--- config.mk ---
export PLATFORM = sky130hd
export DESIGN_NAME = alu_sequencer
export DESIGN_NICKNAME = d
export VERILOG_FILES = /design/src/rtl/alu_sequencer.sv
export SDC_FILE = /design/constraint.sdc
export NUM_CORES = 1
export LEC_CHECK = 0
export BUFFER_PORTS_ARGS = -buffer_cell sky130_fd_sc_hd__buf_2
export CAP_MARGIN = 15
export CORE_ASPECT_RATIO = 1.4
export CORE_MARGIN = 2
export CORE_UTILIZATION = 55
export CTS_CLUSTER_SIZE = 24
export DETAILED_ROUTE_END_ITERATION = 12
export PLACE_DENSITY = 0.77
export SYNTH_ARGS = -nofsm -noshare
export SYNTH_HDL_FRONTEND = slang
export SYNTH_SLANG_ARGS = --single-unit
--- constraint.sdc ---
create_clock -name clk -period 2.5 [get_ports clk]
set_input_delay 0.25 -clock clk [delete_from_list [all_inputs] [get_ports clk]]
set_output_delay 0.25 -clock clk [all_outputs]
set_load 0.02 [all_outputs]
--- src/rtl/alu_sequencer.sv ---
// Register-file owner and single-command ALU sequencer (fetch A, fetch B, execute, writeback).
// Optional build macro ALU_SEQ_BLANK_ONLY_EN: commands are accepted only while display_on is low.
module alu_sequencer #(
  parameter int OPT_W = 2,
  parameter int OP_W  = 4
) (
  input  logic             clk,
  input  logic             resetn,
  input  logic             cmd_valid,
  output logic             cmd_ready,
  input  logic [2:0]       cmd_dst,
  input  logic [2:0]       cmd_src1,
  input  logic [2:0]       cmd_src2,
  input  logic [OPT_W-1:0] cmd_optype,
  input  logic [OP_W-1:0]  cmd_op,
  input  logic             cmd_use_carry,
  output logic             done,
  output logic             flag_c,
  output logic             flag_z,
  output logic             flag_n,
  output logic [15:0]      alu_operand1,
  output logic [15:0]      alu_operand2,
  output logic             alu_carry_in,
  output logic [OPT_W-1:0] alu_optype,
  output logic [OP_W-1:0]  alu_op,
  input  logic [15:0]      alu_result,
  input  logic             alu_carry_out,
  input  logic             alu_zero,
  input  logic             alu_negative,
  input  logic             disp_req,
  input  logic [2:0]       disp_addr,
  output logic [15:0]      disp_data,
  input  logic             host_wr_en,
  output logic             host_wr_ready,
  input  logic [2:0]       host_wr_addr,
  input  logic [15:0]      host_wr_data,
  input  logic             display_on
);

  typedef enum logic [2:0] {
    S_IDLE    = 3'd0,
    S_FETCH_A = 3'd1,
    S_FETCH_B = 3'd2,
    S_EXEC    = 3'd3,
    S_WB      = 3'd4
  } state_t;

  state_t           r_state;
  state_t           w_next;
  logic [15:0]      r_regs [8];
  logic [2:0]       r_dst;
  logic [2:0]       r_src1;
  logic [2:0]       r_src2;
  logic [OPT_W-1:0] r_optype;
  logic [OP_W-1:0]  r_op;
  logic             r_use_carry;
  logic [15:0]      r_opa;
  logic [15:0]      r_opb;
  logic [15:0]      r_res;
  logic             r_res_c;
  logic             r_res_z;
  logic             r_res_n;
  logic             r_flag_c;
  logic             r_flag_z;
  logic             r_flag_n;
  logic             r_done;
  logic [15:0]      r_disp_data;
  logic             w_cmd_ready;
  logic             w_accept;
  logic             w_host_ready;
  logic             w_host_wr;

`ifdef ALU_SEQ_BLANK_ONLY_EN
  assign w_cmd_ready = (r_state == S_IDLE) && !display_on;
`else
  logic w_unused_display_on;
  assign w_unused_display_on = display_on;
  assign w_cmd_ready = (r_state == S_IDLE);
`endif

  assign w_accept     = cmd_valid && w_cmd_ready;
  assign w_host_ready = (r_state != S_WB);
  assign w_host_wr    = host_wr_en && w_host_ready;

  assign cmd_ready     = w_cmd_ready;
  assign host_wr_ready = w_host_ready;
  assign done          = r_done;
  assign flag_c        = r_flag_c;
  assign flag_z        = r_flag_z;
  assign flag_n        = r_flag_n;
  assign disp_data     = r_disp_data;
  assign alu_operand1  = r_opa;
  assign alu_operand2  = r_opb;
  assign alu_optype    = r_optype;
  assign alu_op        = r_op;
  assign alu_carry_in  = r_use_carry & r_flag_c;

  // Display reads own the read port, so both fetch states stall while disp_req is high.
  always_comb begin
    w_next = r_state;
    case (r_state)
      S_IDLE:    if (w_accept)  w_next = S_FETCH_A; else w_next = S_IDLE;
      S_FETCH_A: if (!disp_req) w_next = S_FETCH_B; else w_next = S_FETCH_A;
      S_FETCH_B: if (!disp_req) w_next = S_EXEC;    else w_next = S_FETCH_B;
      S_EXEC:    w_next = S_WB;
      S_WB:      w_next = S_IDLE;
      default:   w_next = S_IDLE;
    endcase
  end

  always_ff @(posedge clk or negedge resetn) begin
    if (!resetn) begin
      r_state <= S_IDLE;
      r_done  <= 1'b0;
    end else begin
      r_state <= w_next;
      r_done  <= (r_state == S_EXEC);
    end
  end

  always_ff @(posedge clk or negedge resetn) begin
    if (!resetn) begin
      r_dst       <= 3'd0;
      r_src1      <= 3'd0;
      r_src2      <= 3'd0;
      r_optype    <= '0;
      r_op        <= '0;
      r_use_carry <= 1'b0;
      r_opa       <= 16'h0000;
      r_opb       <= 16'h0000;
      r_res       <= 16'h0000;
      r_res_c     <= 1'b0;
      r_res_z     <= 1'b0;
      r_res_n     <= 1'b0;
      r_flag_c    <= 1'b0;
      r_flag_z    <= 1'b0;
      r_flag_n    <= 1'b0;
    end else begin
      if (w_accept) begin
        r_dst       <= cmd_dst;
        r_src1      <= cmd_src1;
        r_src2      <= cmd_src2;
        r_optype    <= cmd_optype;
        r_op        <= cmd_op;
        r_use_carry <= cmd_use_carry;
      end
      if (r_state == S_FETCH_A && !disp_req) r_opa <= r_regs[r_src1];
      if (r_state == S_FETCH_B && !disp_req) r_opb <= r_regs[r_src2];
      if (r_state == S_EXEC) begin
        r_res   <= alu_result;
        r_res_c <= alu_carry_out;
        r_res_z <= alu_zero;
        r_res_n <= alu_negative;
      end
      if (r_state == S_WB) begin
        r_flag_c <= r_res_c;
        r_flag_z <= r_res_z;
        r_flag_n <= r_res_n;
      end
    end
  end

  // Writeback outranks the host port; the host is held off by host_wr_ready during WB.
  always_ff @(posedge clk or negedge resetn) begin
    if (!resetn) begin
      for (int i = 0; i < 8; i++) r_regs[i] <= 16'h0000;
    end else if (r_state == S_WB) begin
      r_regs[r_dst] <= r_res;
    end else if (w_host_wr) begin
      r_regs[host_wr_addr] <= host_wr_data;
    end
  end

  always_ff @(posedge clk or negedge resetn) begin
    if (!resetn) begin
      r_disp_data <= 16'h0000;
    end else if (disp_req) begin
      r_disp_data <= r_regs[disp_addr];
    end
  end

endmodule
==> impl_metrics.py, run 1 <==
metrics = {
    "worst_setup_path": {
        "worstSetupEndpoint": "r_regs[107]",
        "r2r_slack_ps": 220,
        "cp_max_fo": 72,
        "worst-r2r-cell-count": 4,
        "r2r_end": "r_regs[107]",
        "critPathLaunchType": "flip-flop",
        "path_cells": "or3b_4 > buf_4 > a32o_1 > mux2_4",
        "end_kind": "flip-flop",
        "path_class": "flip-flop to flip-flop",
        "required_ps": 2960,
        "critPathSlowestCell": "buf_4",
        "crit_path_max_incr_delay_ps": 720,
        "crit_start": "r_state[2]",
        "cp_data_arrival_time_ps": 2730,
        "r2r-start": "r_state[2]",
    },
    "timing": {
        "hold_viol": 0,
        "worst_pin_slew_ps": 1171,
        "fin_crit_ps": 2276,
        "rsz0062_at_grt": "no",
        "clock_skew_ps": 10.08,
        "max_freq_mhz": 439.4,
        "setup_viol": 0,
        "fin_crit_sh_pct": 91.03,
        "tns_ps": 0,
        "drv_slew": 0,
        "slew_headroom_pct": 20.85,
    },
    "cells_and_area": {
        "layout_common_cells": "dfrtp_1 (216), mux2_2 (128), a32o_1 (128)",
        "multiInputGateArea_sq_um": 7141,
        "ff_latch_area_sq_um": 5458,
        "fill_cells": 1700,
        "layout_commonest_cell": "dfrtp_1",
        "final_cells": 1408,
        "drive_gt1_share_pct": 45.73,
        "area_delta_synth_final_pct": 16.48,
        "final_nets": 1147,
    },
    "cts": {
        "cts.sinks": 218,
        "cts_buffer_depth": 3,
        "cts_tree": "yes",
        "clk_latency_ps": 520,
        "numCtsBuffers": 22,
        "clkSlewWorstSetupHoldPaths_ps": 60,
        "postCtsSetupBuffers": 0,
        "h-tree-depth": 1,
        "root_buffer": "clkbuf_16",
    },
    "floorplanning": {
        "die_area_sq_um": 25130,
        "die_w_um": 134.5,
        "row_count": 66,
        "initial_core_util_pct": 56.15,
        "num_io_pins": 124,
        "core-area_sq_um": 23370,
        "die_y_um": 186.8,
    },
    "synthesis": {
        "synthesis.area_sq_um": 13120,
        "synth_area_per_cell_sq_um": 13.58,
        "synthSimpleGateAreaFrac_pct": 6.084,
        "synth-compound-area-share_pct": 11.66,
        "ys_seq_elements": 218,
        "syn_inst": 966,
        "synth_fa_ha_area_share_pct": 0,
        "yosysWarnings": 0,
        "netlist-cell-type-count": 25,
        "synth_top_family_by_area": "multiplexers",
        "synth.mux.area_fraction_pct": 36.46,
        "synthesis.nets": 1029,
        "synth_xor_area_share_pct": 0,
        "yosysSeqAreaShare_pct": 41.58,
    },
    "routing": {
        "wl_per_cell_um": 27.08,
        "vias": 9922,
        "vias_per_cell": 7.047,
        "route.detailed.drc": 0,
        "ant_nets": 0,
        "drt-total-wl_um": 38130,
        "drt-initial-drc-count": 1155,
        "first_pass_iters": 7,
    },
    "min_path": {
        "hold_class": "input pin to flip-flop",
        "whs_path_depth": 2,
        "min-delay-start": "disp_req",
    },
    "global_route": {
        "overflow": 0,
        "grt_use_total_pct": 30.58,
        "grt_start_max_net_pins": 73,
        "antenna_found_initial": 2,
        "grt_pass1_vias": 9978,
        "grt_pass1_wl_um": 58600,
    },
    "power": {
        "p_clk_share_pct": 23.5,
        "power_frac_comb_pct": 40.5,
        "power.internal_uw": 9512,
        "ir_worst_vdd_mv": 0.8205,
        "seq_power_share_pct": 36.0,
        "power.switching_uw": 5712,
        "p_per_area_nw_per_um2": 996.2,
        "leakage_uw": 0.006628,
        "switching_share_pct": 37.52,
    },
    "placed_design": {
        "dp_hpwl_um": 23540,
        "routabilityCongestion": 0.8461,
        "dp_cells": 1329,
        "io_buffers": 122,
    },
    "job": {
        "cap_violations": 0,
    },
    "status": {
        "status": "complete, no violations",
    },
}
area by class of cell:
type / instances / share of cell area (%)
Clock inverter: 7 / 0.5976
Tap cell: 306 / 2.505
Sequential cell: 218 / 35.71
Antenna cell: 2 / 0.03275
Timing Repair Buffer: 218 / 9.898
Multi-Input combinational cell: 624 / 46.72
Clock buffer: 33 / 4.535
metal layers:
metal / part of all wire [%] / vias up / global-route usage (%)
met4: 4.4 / 0 / 13.89
met2: 49 / 653 / 49.92
li1: - / 4092 / -
met3: 10 / 125 / 6.167
met5: 0 / - / 0
met1: 37 / 5052 / 39.42
Yosys cell counts:
cell type / n / share of area, %
and4bb_2: 1 / 0.095
mux2_2: 128 / 11
nor3_1: 3 / 0.11
mux2i_1: 49 / 3.7
and3_1: 1 / 0.048
nor4bb_1: 18 / 1.4
and4_1: 1 / 0.067
buf_6: 7 / 0.60
dfrtp_1: 218 / 42
a2111oi_0: 1 / 0.067
nor4b_1: 3 / 0.20
and3b_1: 5 / 0.33
or3b_1: 1 / 0.067
a21oi_1: 48 / 1.8
buf_2: 28 / 1.1
nor2_1: 51 / 1.5
and2_1: 19 / 0.91
nor2b_1: 19 / 0.91
mux2_4: 46 / 5.3
buf_1: 18 / 0.51
clkbuf_1: 71 / 2.0
a32o_1: 128 / 9.8
mux4_2: 96 / 16
and4b_1: 3 / 0.23
nor3b_2: 3 / 0.29
cell families (layout without fill, tap and decap cells):
group | Yosys count | count (layout)
other cells | 0 | 2
flops | 218 | 218
mux | 319 | 319
compound gates | 177 | 177
simple gates | 128 | 128
buf+inv | 124 | 258
repair_timing:
item,4_1_cts,5_1_grt
hold buffers,36,0
gates resized for setup,0,0
hold endpoints to repair,65,0
worst min path at each step:
stage | end | slack [ps]
after detailed placement | r_dst[0] | 190
after global placement | r_dst[0] | 180
final | r_state[0] | 140
after global routing | r_state[0] | 130
after floorplan | alu_op[0] | -50
after CTS | r_state[0] | 100
metrics by stage:
| stage | power [uW] | worst slack [ps] | hold WS (ps) | cell area (sq um) | utilization (%) |
|---|---|---|---|---|---|
| final | 15220 | 224.1 | 136.5 | 15280 | 65.40 |
| after global placement | 11340 | 348.8 | 182.6 | 14120 | 60.43 |
| after global routing | 15860 | 152.9 | 126.5 | 15280 | 65.39 |
| after CTS | 15160 | 287.2 | 103.4 | 15270 | 65.35 |
| after floorplan | 9511 | 255.1 | -45.59 | 13120 | - |
| after detailed placement | 11540 | 320.0 | 186.7 | 14130 | 60.46 |
critical path, delay by kind of cell (launching register included):
family | cells | cell delay [ps]
AO/OA/AOI/OAI | 1 | 300
buffers and inverters | 1 | 720
flip-flops | 1 | 370
multiplexers | 1 | 150
AND/OR/NAND/NOR | 1 | 650
power groups by stage:
| stage | clock network, uW | registers, uW | logic [uW] |
|---|---|---|---|
| 2_1_floorplan | 0 | 5520 | 3990 |
| 3_3_place_gp | 0 | 5430 | 5910 |
| 3_5_place_dp | 0 | 5500 | 6040 |
| 4_1_cts | 3600 | 5450 | 6120 |
| 5_1_grt | 3760 | 5610 | 6490 |
| 6_report | 3570 | 5480 | 6170 |
registers in the layout (all words and copies together), names as in the netlist:
register	flops
flag_n	1
r_res_z	1
alu_operand1	16
r_src1	3
r_regs	128
done	1
r_use_carry	1
flag_c	1
alu_operand2	16
flag_z	1
r_state	3
r_res_c	1
alu_op	4
r_dst	3
r_src2	3
disp_data	16
alu_optype	2
r_res_n	1
r_res	16
No activity file was read; power rests on OpenSTA's default activity.
==> inputs of run 2 (changes only) <==
- CORE_MARGIN: 2 -> 10
- clock period: 2.5 -> 2.3 ns (I/O delays scaled with it)
==> run 2 against run 1 <==
Net effect:
- count of clock-buffer cells in the layout is the same
- worst setup slack lost 54 ps
- critical path depth shrank 1
- worst hold slack gained 11 ps
- sequential share of layout area shrank 0.20 points
- die area grew 21%
- first-iteration DRC count shrank 4.7%
- critical endpoint is now host_wr_ready
- largest power group unchanged
- highest routed layer is now met5
==> impl_metrics.py, run 2 (synthesized netlist as in run 1, its figures left out) <==
metrics = {
    "cts": {
        "clkSlewWorstSetupHoldPaths_ps": 60,
        "postCtsSetupBuffers": 0,
        "numCtsBuffers": 23,
        "root_buffer": "clkbuf_16",
        "h-tree-depth": 1,
        "cts_tree": "yes",
        "cts.sinks": 218,
        "cts_buffer_depth": 3,
        "clk_latency_ps": 520,
    },
    "cells_and_area": {
        "layout_common_cells": "dfrtp_1 (216), mux2_2 (128), a32o_1 (128)",
        "area_delta_synth_final_pct": 17.13,
        "antenna_cells": 0,
        "final_nets": 1151,
        "drive_gt1_share_pct": 45.47,
        "layout_commonest_cell": "dfrtp_1",
        "largest-register": "r_regs",
        "largest_register_ffs": 128,
        "final_area_sq_um": 15370,
    },
    "worst_setup_path": {
        "cp_max_fo": 102,
        "required_ps": 2070,
        "critPathLaunchType": "flip-flop",
        "end_kind": "output port",
        "path_class": "flip-flop to output port",
        "cp_data_arrival_time_ps": 1900,
    },
    "power": {
        "p_per_area_nw_per_um2": 1081,
        "leakage_uw": 0.006661,
        "ir_worst_vdd_mv": 0.8108,
    },
    "min_path": {
        "hold_class": "input pin to flip-flop",
    },
    "routing": {
        "vias": 9764,
        "drt-total-wl_um": 38590,
        "vias_per_cell": 6.925,
        "first_pass_iters": 6,
        "wl_per_cell_um": 27.37,
        "drt-initial-drc-count": 1101,
        "ant_nets": 0,
        "route.detailed.drc": 0,
    },
    "timing": {
        "rsz0062_at_grt": "no",
        "slew_headroom_pct": 54.47,
        "max_freq_mhz": 469.6,
        "fin_crit_sh_pct": 92.58,
        "worst_pin_slew_ps": 673.7,
        "tns_ps": 0,
        "drv_slew": 0,
        "setup_viol": 0,
        "hold_viol": 0,
        "fin_crit_ps": 2129,
        "clock_skew_ps": 13.64,
    },
    "placed_design": {
        "io_buffers": 122,
        "dp_hpwl_um": 24570,
        "routabilityCongestion": 0.8655,
        "dpl_cell_area_sq_um": 14210,
    },
    "floorplanning": {
        "die_y_um": 202.8,
        "initial_core_util_pct": 56.15,
        "die_w_um": 150.5,
        "die_area_sq_um": 30520,
        "row_count": 66,
        "num_io_pins": 124,
        "core-area_sq_um": 23370,
    },
    "global_route": {
        "grt_use_total_pct": 25.43,
        "antenna_found_initial": 3,
        "grt_pass1_wl_um": 60290,
        "grt_start_max_net_pins": 103,
        "overflow": 0,
        "grt_pass1_vias": 10200,
    },
    "job": {
        "cap_violations": 0,
    },
    "status": {
        "status": "complete, no violations",
    },
}
[run 2: cell count changes in the layout (fill, tap and decap cells not counted), moves of 2 or more]
cell       change
clkbuf_2       +2
buf_12         +5
bufinv_16      +2
clkbuf_1       +5
diode_2        -2
clkbuf_8       -6
buf_4          -3
[run 2: cell type report]
cell class | count | area, sq um
fill | 1672 | 8001
clock inverter | 8 | 142.6
clock buffer | 33 | 643.1
tap | 306 | 382.9
timing repair buffer | 221 | 1597
sequential | 218 | 5458
multi-input combinational | 624 | 7146
[run 2: repair_timing]
item	in CTS	in global routing
hold endpoints to repair	103	0
gates resized for setup	0	0
hold buffers	36	0
[run 2: report_power, final]
| part | switching, uW | internal, uW |
|---|---|---|
| Combinational | 3640 | 3170 |
| Sequential | 970 | 4910 |
| Clock | 1550 | 2390 |
[run 2: stage by stage]
step | cells | hold slack, ps | utilization, % | worst slack [ps] | total power (uW)
finish | 1410 | 147.0 | 65.76 | 170.6 | 16620
global route | 1410 | 150.9 | 65.76 | 80.37 | 17350
CTS | 1407 | 135.2 | 65.70 | 174.7 | 16600
detailed placement | 1330 | 261.1 | 60.79 | 229.5 | 12620
global placement | 1330 | 256.4 | 60.79 | 246.8 | 12430
floorplan | 966 | -65.59 | - | 55.14 | 10340
[run 2: layer usage]
metal  track usage (%)  share of wire [%]  vias up
met1             31.84                 38     5009
met4             11.34                4.5        6
met2             41.62                 49      527
met5                 0              0.096        -
met3             5.030                9.0      124
li1                  -                  -     4098
[run 2: critical path, stage by stage, from the launching register on]
cell and delay [ps]:
dfrtp_1 370, or3b_4 340, buf_12 400, buf_2 260
[run 2: worst paths after layout]
kind / cells after the start / slack [ps] / from / to
worst max-delay path: 3 / 170 / r_state[2] / host_wr_ready
worst min register to register: 1 / 500 / r_res[8] / r_res[8]
min in group asynchronous: 2 / 310 / resetn / alu_operand2[15]
max in group asynchronous: 3 / 1280 / resetn / r_regs[125]
worst min-delay path: 2 / 150 / disp_req / r_state[0]
worst max register to register: 5 / 190 / r_state[1] / r_regs[55]
==> inputs of run 3 (changes only) <==
- MAX_ROUTING_LAYER: unset -> met4
==> run 3 against run 2 <==
Net effect:
- core utilization hardly changed
- via count decreased by 0.32%
- sequential share of layout area barely moved
- clock skew up 2.1 ps
- flip-flop and latch count unchanged
- sequential power about the same
- clock power is essentially flat
- count of clock-buffer cells in the layout did not move
- die area is the same
- cell count up 0.21%
- global-route usage grew 0.70 points
- critical path type unchanged
==> impl_metrics.py, run 3 (synthesized netlist as in run 1, its figures left out) <==
metrics = {
    "status": {
        "status": "complete, no violations",
    },
    "cts": {
        "root_buffer": "clkbuf_16",
        "postCtsSetupBuffers": 0,
        "h-tree-depth": 1,
        "clk_latency_ps": 520,
        "cts_tree": "yes",
        "cts_buffer_depth": 3,
        "clkSlewWorstSetupHoldPaths_ps": 60,
        "numCtsBuffers": 23,
        "cts.sinks": 218,
    },
    "timing": {
        "setup_viol": 0,
        "max_freq_mhz": 463.9,
        "tns_ps": 0,
        "rsz0062_at_grt": "no",
        "slew_headroom_pct": 54.49,
        "clock_skew_ps": 15.79,
        "fin_crit_sh_pct": 93.73,
        "worst_pin_slew_ps": 673.5,
        "drv_slew": 0,
        "hold_viol": 0,
        "fin_crit_ps": 2156,
    },
    "routing": {
        "wl_per_cell_um": 27.32,
        "first_pass_iters": 6,
        "route.detailed.drc": 0,
        "vias": 9733,
        "ant_nets": 0,
        "drt-total-wl_um": 38600,
        "drt-initial-drc-count": 1097,
        "vias_per_cell": 6.888,
    },
    "global_route": {
        "grt_pass1_vias": 10230,
        "overflow": 0,
        "grt_pass1_wl_um": 60150,
        "grt_use_total_pct": 26.13,
        "grt_start_max_net_pins": 103,
        "antenna_found_initial": 3,
    },
    "placed_design": {
        "routabilityCongestion": 0.8791,
        "io_buffers": 122,
        "dp_hpwl_um": 24570,
    },
    "worst_setup_path": {
        "critPathSlowestCell": "buf_12",
        "critPathLaunchType": "flip-flop",
        "path_class": "flip-flop to output port",
        "cp_max_fo": 102,
        "path_cells": "or3b_4 > buf_12 > buf_2",
        "cp_data_arrival_time_ps": 1930,
        "required_ps": 2070,
        "crit_path_max_incr_delay_ps": 410,
        "end_kind": "output port",
    },
    "floorplanning": {
        "num_io_pins": 124,
        "die_area_sq_um": 30520,
        "initial_core_util_pct": 56.15,
        "row_count": 66,
        "core-area_sq_um": 23370,
        "die_y_um": 202.8,
        "die_w_um": 150.5,
    },
    "power": {
        "ir_worst_vdd_mv": 0.8118,
        "p_per_area_nw_per_um2": 1080,
        "power.total_uw": 16610,
        "leakage_uw": 0.006661,
    },
    "cells_and_area": {
        "drive_gt1_share_pct": 45.47,
        "multiInputGateArea_sq_um": 7146,
        "largest-register": "r_regs",
        "layout_common_cells": "dfrtp_1 (216), mux2_2 (128), a32o_1 (128)",
        "final_nets": 1151,
        "ff_latch_area_sq_um": 5458,
        "layout_commonest_cell": "dfrtp_1",
        "area_delta_synth_final_pct": 17.18,
        "fill_cells": 1673,
        "largest_register_ffs": 128,
    },
    "min_path": {
        "hold_class": "input pin to flip-flop",
    },
    "job": {
        "cap_violations": 0,
    },
}
## run 3: changes by cell type in the layout (fill, tap and decap cells not counted)
cell	previous run	this run
diode_2	0	3
## run 3: worst paths after layout
path | startpoint | to | slack [ps] | cells after the start
max | r_state[2] | host_wr_ready | 140 | 3
min | disp_req | r_state[0] | 130 | 2
max reg2reg | r_state[1] | r_regs[55] | 190 | 5
min reg2reg | r_res[8] | r_res[8] | 500 | 1
max in group asynchronous | resetn | r_regs[124] | 1280 | 3
min in group asynchronous | resetn | alu_operand1[15] | 300 | 2
## run 3: area by class of cell
type                            count  share of cell area [%]
Multi-Input combinational cell    624                   46.47
Sequential cell                   218                   35.50
Timing Repair Buffer              221                   10.38
Clock buffer                       33                   4.183
Tap cell                          306                   2.490
Clock inverter                      8                  0.9277
Antenna cell                        3                 0.04882
## run 3: per-stage QoR
step | instances | hold WS [ps] | util (%) | setup WS [ps] | cell area [sq um]
2_1_floorplan | 966 | -65.59 | - | 55.14 | 13120
3_3_place_gp | 1330 | 256.4 | 60.79 | 246.8 | 14210
3_5_place_dp | 1330 | 261.1 | 60.79 | 229.5 | 14210
4_1_cts | 1407 | 135.2 | 65.70 | 174.7 | 15350
5_1_grt | 1413 | 151.0 | 65.79 | 87.81 | 15380
6_report | 1413 | 132.0 | 65.79 | 144.3 | 15380
## run 3: critical path, delay by kind of cell (launching register included)
family,cells,cell delay [ps]
buffers and inverters,2,670
DFF,1,370
and+or+nand+nor,1,340
## run 3: what timing repair did
item,4_1_cts,5_1_grt
hold buffers,36,0
gates resized for setup,0,0
endpoints found under the hold margin,103,0
## run 3: per-layer routing
| layer | GRT usage, % | vias up | part of all wire (%) | wire length (um) |
|---|---|---|---|---|
| met4 | 11.31 | 0 | 4.3 | 1661 |
| met2 | 41.71 | 552 | 49 | 18840 |
| met3 | 4.741 | 125 | 9.6 | 3723 |
| li1 | - | 4099 | - | - |
| met5 | - | - | 0 | 0 |
| met1 | 31.91 | 4957 | 37 | 14370 |
## run 3: power by group
group / internal, uW / switching, uW
Clock: 2390 / 1540
Sequential: 4910 / 970
Combinational: 3170 / 3640
